## config.mk

```make
export PLATFORM = sky130hd
export DESIGN_NAME = apb_multi_slave_requester
export DESIGN_NICKNAME = d
export VERILOG_FILES = /design/src/rtl/apb_global_pkg.sv /design/src/rtl/apb_slave_decoder.sv /design/src/rtl/apb_multi_slave_requester.sv
export SDC_FILE = /design/constraint.sdc
export NUM_CORES = 1
export LEC_CHECK = 0
export CAP_MARGIN = 20
export CORE_MARGIN = 4
export CORE_UTILIZATION = 38
export DETAILED_ROUTE_END_ITERATION = 16
export GPL_ROUTABILITY_DRIVEN = 0
export GPL_TIMING_DRIVEN = 0
export PLACE_DENSITY = 0.82
export SETUP_SLACK_MARGIN = 0.4
export SKIP_CTS_REPAIR_TIMING = 1
export SLEW_MARGIN = 20
export SYNTH_ARGS = -nofsm -noshare
export SYNTH_HDL_FRONTEND = slang
export SYNTH_SLANG_ARGS = --single-unit
```

## constraint.sdc

```tcl
create_clock -name pclk -period 5.4 [get_ports pclk]
set_clock_uncertainty 0.15 [all_clocks]
set_input_delay 1.08 -clock pclk [delete_from_list [all_inputs] [get_ports pclk]]
set_output_delay 1.08 -clock pclk [all_outputs]
set_load 0.01 [all_outputs]
```

## src/rtl/apb_global_pkg.sv

```systemverilog
// Shared APB types and defaults: requester FSM states, captured command
// attributes and the slave-index width helper.
package apb_global_pkg;

  localparam int APB_DEF_NO_OF_SLAVES  = 4;
  localparam int APB_DEF_ADDRESS_WIDTH = 32;
  localparam int APB_DEF_DATA_WIDTH    = 32;

  typedef enum logic [1:0] {
    IDLE   = 2'd0,
    SETUP  = 2'd1,
    ACCESS = 2'd2,
    RESP   = 2'd3
  } apb_req_state_e;

  // Width-independent part of a captured command; address, data and strobes
  // are sized by the instantiating module.
  typedef struct packed {
    logic       write;
    logic [2:0] prot;
  } apb_cmd_attr_t;

  // Bits needed to index n slaves (at least one).
  function automatic int apb_idx_width(input int n);
    return (n > 1) ? $clog2(n) : 1;
  endfunction

endpackage

```

## src/rtl/apb_slave_decoder.sv

```systemverilog
// Address-to-slave decoder: each slave owns a 2^SLAVE_ADDR_BITS byte window
// starting at address 0. Purely combinational.
module apb_slave_decoder
  import apb_global_pkg::*;
#(
  parameter int NO_OF_SLAVES    = APB_DEF_NO_OF_SLAVES,
  parameter int ADDRESS_WIDTH   = APB_DEF_ADDRESS_WIDTH,
  parameter int SLAVE_ADDR_BITS = 12
) (
  input  logic [ADDRESS_WIDTH-1:0]                       addr_i,
  output logic [NO_OF_SLAVES-1:0]                        sel_o,
  output logic [apb_idx_width(NO_OF_SLAVES)-1:0]         idx_o,
  output logic                                           hit_o
);

  localparam int IDX_W = apb_idx_width(NO_OF_SLAVES);

  logic [ADDRESS_WIDTH-1:0] win;

  assign win   = addr_i >> SLAVE_ADDR_BITS;
  assign hit_o = (win < ADDRESS_WIDTH'(NO_OF_SLAVES));
  assign idx_o = win[IDX_W-1:0];

  // One-hot select; all zero when the address falls outside every window.
  always_comb begin
    sel_o = '0;
    for (int i = 0; i < NO_OF_SLAVES; i++) begin
      if (hit_o && (win == ADDRESS_WIDTH'(i))) sel_o[i] = 1'b1;
    end
  end

endmodule

```

## src/rtl/apb_multi_slave_requester.sv

```systemverilog
// APB4 requester for NO_OF_SLAVES completers. Turns a valid/ready command
// stream into SETUP/ACCESS transfers and returns a valid/ready completion.
// Optional feature: define APB_REQUESTER_TIMEOUT_EN to abort ACCESS phases
// that last TIMEOUT_CYCLES cycles without pready.
module apb_multi_slave_requester
  import apb_global_pkg::*;
#(
  parameter int NO_OF_SLAVES    = APB_DEF_NO_OF_SLAVES,
  parameter int ADDRESS_WIDTH   = APB_DEF_ADDRESS_WIDTH,
  parameter int DATA_WIDTH      = APB_DEF_DATA_WIDTH,
  parameter int SLAVE_ADDR_BITS = 12
`ifdef APB_REQUESTER_TIMEOUT_EN
  ,
  parameter int TIMEOUT_CYCLES  = 16
`endif
) (
  input  logic                               pclk,
  input  logic                               preset,
  input  logic                               req_valid,
  output logic                               req_ready,
  input  logic [ADDRESS_WIDTH-1:0]           req_addr,
  input  logic                               req_write,
  input  logic [DATA_WIDTH-1:0]              req_wdata,
  input  logic [DATA_WIDTH/8-1:0]            req_strb,
  input  logic [2:0]                         req_prot,
  output logic                               rsp_valid,
  input  logic                               rsp_ready,
  output logic [DATA_WIDTH-1:0]              rsp_rdata,
  output logic                               rsp_slverr,
  output logic                               rsp_timeout,
  output logic [NO_OF_SLAVES-1:0]            pselx,
  output logic                               penable,
  output logic                               pwrite,
  output logic [ADDRESS_WIDTH-1:0]           paddr,
  output logic [DATA_WIDTH-1:0]              pwdata,
  output logic [DATA_WIDTH/8-1:0]            pstrb,
  output logic [2:0]                         pprot,
  input  logic [NO_OF_SLAVES-1:0]            pready,
  input  logic [NO_OF_SLAVES-1:0]            pslverr,
  input  logic [NO_OF_SLAVES*DATA_WIDTH-1:0] prdata
);

  localparam int IDX_W  = apb_idx_width(NO_OF_SLAVES);
  localparam int STRB_W = DATA_WIDTH / 8;

  apb_req_state_e           state_q, state_d;
  apb_cmd_attr_t            attr_q, attr_d;
  logic [ADDRESS_WIDTH-1:0] addr_q, addr_d;
  logic [DATA_WIDTH-1:0]    wdata_q, wdata_d;
  logic [STRB_W-1:0]        strb_q, strb_d;
  logic [IDX_W-1:0]         idx_q, idx_d;
  logic [NO_OF_SLAVES-1:0]  sel_q, sel_d;
  logic [DATA_WIDTH-1:0]    rsp_rdata_q, rsp_rdata_d;
  logic                     rsp_slverr_q, rsp_slverr_d;

  logic [NO_OF_SLAVES-1:0]  dec_sel;
  logic [IDX_W-1:0]         dec_idx;
  logic                     dec_hit;

  logic                     tgt_ready, tgt_err;
  logic [DATA_WIDTH-1:0]    tgt_rdata;

`ifdef APB_REQUESTER_TIMEOUT_EN
  localparam int CNT_W = $clog2(TIMEOUT_CYCLES + 1);
  logic [CNT_W-1:0]         cnt_q, cnt_d;
  logic                     rsp_timeout_q, rsp_timeout_d;
`endif

  apb_slave_decoder #(
    .NO_OF_SLAVES   (NO_OF_SLAVES),
    .ADDRESS_WIDTH  (ADDRESS_WIDTH),
    .SLAVE_ADDR_BITS(SLAVE_ADDR_BITS)
  ) u_decoder (
    .addr_i(req_addr),
    .sel_o (dec_sel),
    .idx_o (dec_idx),
    .hit_o (dec_hit)
  );

  // Only the addressed slave's response is ever looked at.
  assign tgt_ready = pready[idx_q];
  assign tgt_err   = pslverr[idx_q];
  assign tgt_rdata = prdata[int'(idx_q) * DATA_WIDTH +: DATA_WIDTH];

  // Next-state and next-datapath logic for the SETUP/ACCESS/RESP sequence.
  always_comb begin
    // NOTE: every target gets its hold value first, so no path leaves a
    // variable unassigned and no latch is inferred.
    state_d      = state_q;
    attr_d       = attr_q;
    addr_d       = addr_q;
    wdata_d      = wdata_q;
    strb_d       = strb_q;
    idx_d        = idx_q;
    sel_d        = sel_q;
    rsp_rdata_d  = rsp_rdata_q;
    rsp_slverr_d = rsp_slverr_q;
`ifdef APB_REQUESTER_TIMEOUT_EN
    cnt_d         = cnt_q;
    rsp_timeout_d = rsp_timeout_q;
`endif
    unique case (state_q)
      IDLE: begin
        if (req_valid) begin
`ifdef APB_REQUESTER_TIMEOUT_EN
          rsp_timeout_d = 1'b0;
`endif
          if (dec_hit) begin
            // Bus fields are only updated for real transfers so that a
            // decode error leaves the pins untouched.
            attr_d  = '{write: req_write, prot: req_prot};
            addr_d  = req_addr;
            wdata_d = req_wdata;
            strb_d  = req_write ? req_strb : '0;
            idx_d   = dec_idx;
            sel_d   = dec_sel;
            state_d = SETUP;
          end else begin
            rsp_rdata_d  = '0;
            rsp_slverr_d = 1'b1;
            state_d      = RESP;
          end
        end
      end
      SETUP: begin
`ifdef APB_REQUESTER_TIMEOUT_EN
        cnt_d = '0;
`endif
        state_d = ACCESS;
      end
      ACCESS: begin
        if (tgt_ready) begin
          rsp_slverr_d = tgt_err;
          rsp_rdata_d  = attr_q.write ? '0 : tgt_rdata;
          state_d      = RESP;
        end
`ifdef APB_REQUESTER_TIMEOUT_EN
        // This cycle's increment would reach the limit: abort now.
        else if (cnt_q == CNT_W'(TIMEOUT_CYCLES - 1)) begin
          rsp_slverr_d  = 1'b1;
          rsp_timeout_d = 1'b1;
          rsp_rdata_d   = '0;
          state_d       = RESP;
        end else begin
          cnt_d = cnt_q + 1'b1;
        end
`endif
      end
      RESP: begin
        if (rsp_ready) state_d = IDLE;
      end
      default: state_d = IDLE;
    endcase
  end

  // State and datapath registers, cleared asynchronously by preset.
  always_ff @(posedge pclk or posedge preset) begin
    if (preset) begin
      state_q      <= IDLE;
      attr_q       <= '0;
      addr_q       <= '0;
      wdata_q      <= '0;
      strb_q       <= '0;
      idx_q        <= '0;
      sel_q        <= '0;
      rsp_rdata_q  <= '0;
      rsp_slverr_q <= 1'b0;
`ifdef APB_REQUESTER_TIMEOUT_EN
      cnt_q         <= '0;
      rsp_timeout_q <= 1'b0;
`endif
    end else begin
      // NOTE: non-blocking assignments keep every register sampling the
      // pre-edge values regardless of statement order.
      state_q      <= state_d;
      attr_q       <= attr_d;
      addr_q       <= addr_d;
      wdata_q      <= wdata_d;
      strb_q       <= strb_d;
      idx_q        <= idx_d;
      sel_q        <= sel_d;
      rsp_rdata_q  <= rsp_rdata_d;
      rsp_slverr_q <= rsp_slverr_d;
`ifdef APB_REQUESTER_TIMEOUT_EN
      cnt_q         <= cnt_d;
      rsp_timeout_q <= rsp_timeout_d;
`endif
    end
  end

  // req_ready is gated by preset so it reads 0 for the whole reset window.
  assign req_ready  = (state_q == IDLE) && !preset;
  assign rsp_valid  = (state_q == RESP);
  assign rsp_rdata  = rsp_rdata_q;
  assign rsp_slverr = rsp_slverr_q;
`ifdef APB_REQUESTER_TIMEOUT_EN
  assign rsp_timeout = rsp_timeout_q;
`else
  assign rsp_timeout = 1'b0;
`endif

  assign pselx   = ((state_q == SETUP) || (state_q == ACCESS)) ? sel_q : '0;
  assign penable = (state_q == ACCESS);
  assign pwrite  = attr_q.write;
  assign pprot   = attr_q.prot;
  assign paddr   = addr_q;
  assign pwdata  = wdata_q;
  assign pstrb   = strb_q;

endmodule

```

==> impl_metrics.json <==
{
  "slowest_delay_ps": 560,
  "rrSetupSlack_ps": 3090,
  "std_cell_rows": 43,
  "grt_first_pass_wirelength_um": 24910,
  "critPathKind": "primary input to primary output",
  "min_period_over_period_pct": 65.03,
  "vias": 4356,
  "end_kind": "primary output",
  "async_flop_share_pct": 100.0,
  "layout_common_cells": "clkdlybuf4s50_1, dfrtp_1, inv_1",
  "drv_cap": 0,
  "min_to": "sel_q[2]",
  "critical_path.startpoint_type": "primary input",
  "fmaxAchievable_mhz": 284.8,
  "grt_max_degree": 59,
  "rr_worst_depth": 8,
  "hold_violations": 0,
  "die_h_um": 126.9,
  "setup_violations": 0,
  "drt_iter0_drc": 146,
  "routed.top_layer": "met4",
  "clkPwrFrac_pct": 25.8,
  "ir_drop_uv": 156.7,
  "critPathArrivalTime_ps": 2280,
  "critPathBufInv": 2,
  "met2WireLength_um": 8598,
  "initial_utilization_pct": 38.68,
  "avgSynthCellArea_um2": 13.59,
  "die-area_um2": 16090,
  "cp_cell_sequence": "clkdlybuf4s50_1 > nor2_1 > clkdlybuf4s50_1",
  "p_int_mw": 1.761,
  "report.final.slew_viol_count": 0,
  "synth-compound-area-share_pct": 0.6758,
  "die_w_um": 126.9,
  "worst_slew_pin_slew_ps": 577.0,
  "power_switching_mw": 0.7463,
  "final_util_pct": 65.92,
  "synthMuxAreaShare_pct": 33.07,
  "p_per_area_nw_per_um2": 274.0,
  "synth_cell_types": 28,
  "netSwitchingFraction_pct": 29.76,
  "relSlewSlack_pct": 61.18,
  "final_common_cell": "clkdlybuf4s50_1",
  "antenna_cells": 0,
  "cts-root-buf": "clkbuf_16",
  "grt_pass1_vias": 4834,
  "synth_top_family_by_area": "multiplexers",
  "dr_wl_met3_um": 1295,
  "ant_nets": 0,
  "synth-xor-area-share_pct": 0,
  "grt.overflow.total": 0,
  "pwr-share-comb_pct": 36.0,
  "syn_area_um2": 5369,
  "met1_length_um": 5736,
  "synth-edff-count": 0,
  "critPathTopFamily": "buffers and inverters",
  "hp-start": "sel_q[2]",
  "hold-path-cell-count": 1,
  "ctsLongestPathBuffers": 2,
  "wl_um": 16070,
  "totalPowerFinal_mw": 2.508,
  "syn2layout_area_growth_pct": 70.43,
  "crit_required_ps": 4170,
  "clk-insertion-delay-late_ps": 340,
  "crit_path_max_fanout": 2,
  "grt.total_usage_pct": 19.78,
  "cts_tree": "yes",
  "place.port_buffers": 323,
  "synth_ff_type": "dfrtp_1",
  "cts_buffers": 9,
  "dr.pass1.iters": 4,
  "dp_cells": 899,
  "yosys_register_bits": 111,
  "nNetsFinal": 946,
  "htreeDepth": 3,
  "drc_errors": 0,
  "synth_fa_ha_area_share_pct": 0.9322,
  "antenna_found_initial": 0,
  "wl_per_cell_um": 17.58,
  "period_minus_slack_ps": 3512,
  "syn_nets": 611,
  "clkSinkCount": 111,
  "leakagePower_nw": 3.972,
  "clk_pin_slew_ps": 70,
  "rr_startpoint": "state_q[0]",
  "pwr-share-seq_pct": 38.1,
  "rsz0062_at_grt": "no",
  "drive_above_1_share_pct": 15.26,
  "timing.rr.end": "rsp_rdata[20]",
  "ys_warn_count": 0,
  "synth_seq_area_share_pct": 51.74,
  "status": "finished, final reports clean",
  "yosys.area_share.simple_pct": 7.574,
  "coreArea_um2": 13880,
  "synth_cells": 395,
  "dpl.hpwl_um": 13640,
  "path_common_cell": "clkdlybuf4s50_1",
  "ios": 325,
  "post_drt_via_cell_ratio": 4.766,
  "hold_path.class": "flop to flop",
  "final_cells": 914,
  "slowest_stage": "clkdlybuf4s50_1"
}
[worst register-to-register path, cell delays in order, from the launching register on]
cell,delay (ps)
dfrtp_1,350
inv_1,90
ha_1,320
nor2b_1,170
a2bb2oi_1,280
o211a_1,190
buf_2,190
buf_4,250
mux2i_1,240
[cell families (layout without fill, tap and decap cells)]
kind of cell | count (synthesis) | in the layout
multiplexers | 129 | 129
flip-flops | 111 | 111
AND/OR/NAND/NOR | 78 | 78
buffers and inverters | 68 | 407
adder cells (fa/ha/maj) | 4 | 4
AO/OA/AOI/OAI | 4 | 4
other | 1 | 1
[state kept, by name (all words and copies together), names as in the netlist]
| name | count |
|---|---|
| paddr | 32 |
| pwdata | 32 |
| rsp_rdata | 32 |
| pstrb | 4 |
| sel_q | 4 |
| pprot | 3 |
| state_q | 2 |
| pwrite | 1 |
| rsp_slverr | 1 |
[power by group through the flow]
stage               sequential, mW  clock, mW  combinational [mW]
floorplan                     1.00          0               0.427
global placement             0.971          0               0.890
detailed placement           0.973          0               0.920
CTS                          0.957      0.666               0.921
global route                 0.967      0.704               0.982
finish                       0.956      0.648               0.904
[worst max-delay path by stage]
stage | from | endpoint | depth (start not counted)
global route | preset | req_ready | 3
finish | preset | req_ready | 3
floorplan | preset | paddr[0] | 1
global placement | preset | pwdata[23] | 2
CTS | preset | req_ready | 3
detailed placement | req_addr[17] | sel_q[0] | 8
[cells in the mapped netlist (3+ instances only)]
cell type	count	area share, %
mux2_1	17	3.6
buf_6	3	0.63
nor4_2	3	0.70
dfrtp_1	111	52
nor2_1	4	0.28
nand2_1	38	2.7
mux2i_1	39	7.3
inv_1	42	2.9
buf_4	9	1.3
buf_2	6	0.56
clkbuf_1	8	0.56
mux2_2	40	8.4
and2_1	4	0.47
mux4_2	33	14
nor2b_1	20	2.3
ha_1	4	0.93
[final cells by class]
class / count / area (um2)
sequential: 111 / 2778
clock inverter: 4 / 37.54
tap: 180 / 225.2
multi-input combinational: 216 / 2272
fill: 1047 / 4731
clock buffer: 11 / 252.7
timing repair buffer: 324 / 3261
inverter: 42 / 162.7
buffer: 26 / 161.4
[per-layer routing]
metal | global-route usage, % | vias to the layer above
met5 | 0 | -
met4 | 6.435 | 0
met3 | 5.600 | 23
met2 | 36.86 | 210
met1 | 21.53 | 2091
li1 | - | 2032
[through the flow]
stage | TNS, ps | area [um2] | setup slack [ps] | hold WS (ps)
after floorplan | 0 | 5369 | 1239 | 298.9
after CTS | 0 | 9150 | 1877 | 335.8
after global routing | 0 | 9150 | 1838 | 361.7
after detailed placement | 0 | 8860 | 1851 | 319.2
after global placement | -27440 | 8827 | -253.8 | 313.4
final | 0 | 9150 | 1888 | 330.0
Note: power is estimated with default switching activity, not from simulation.
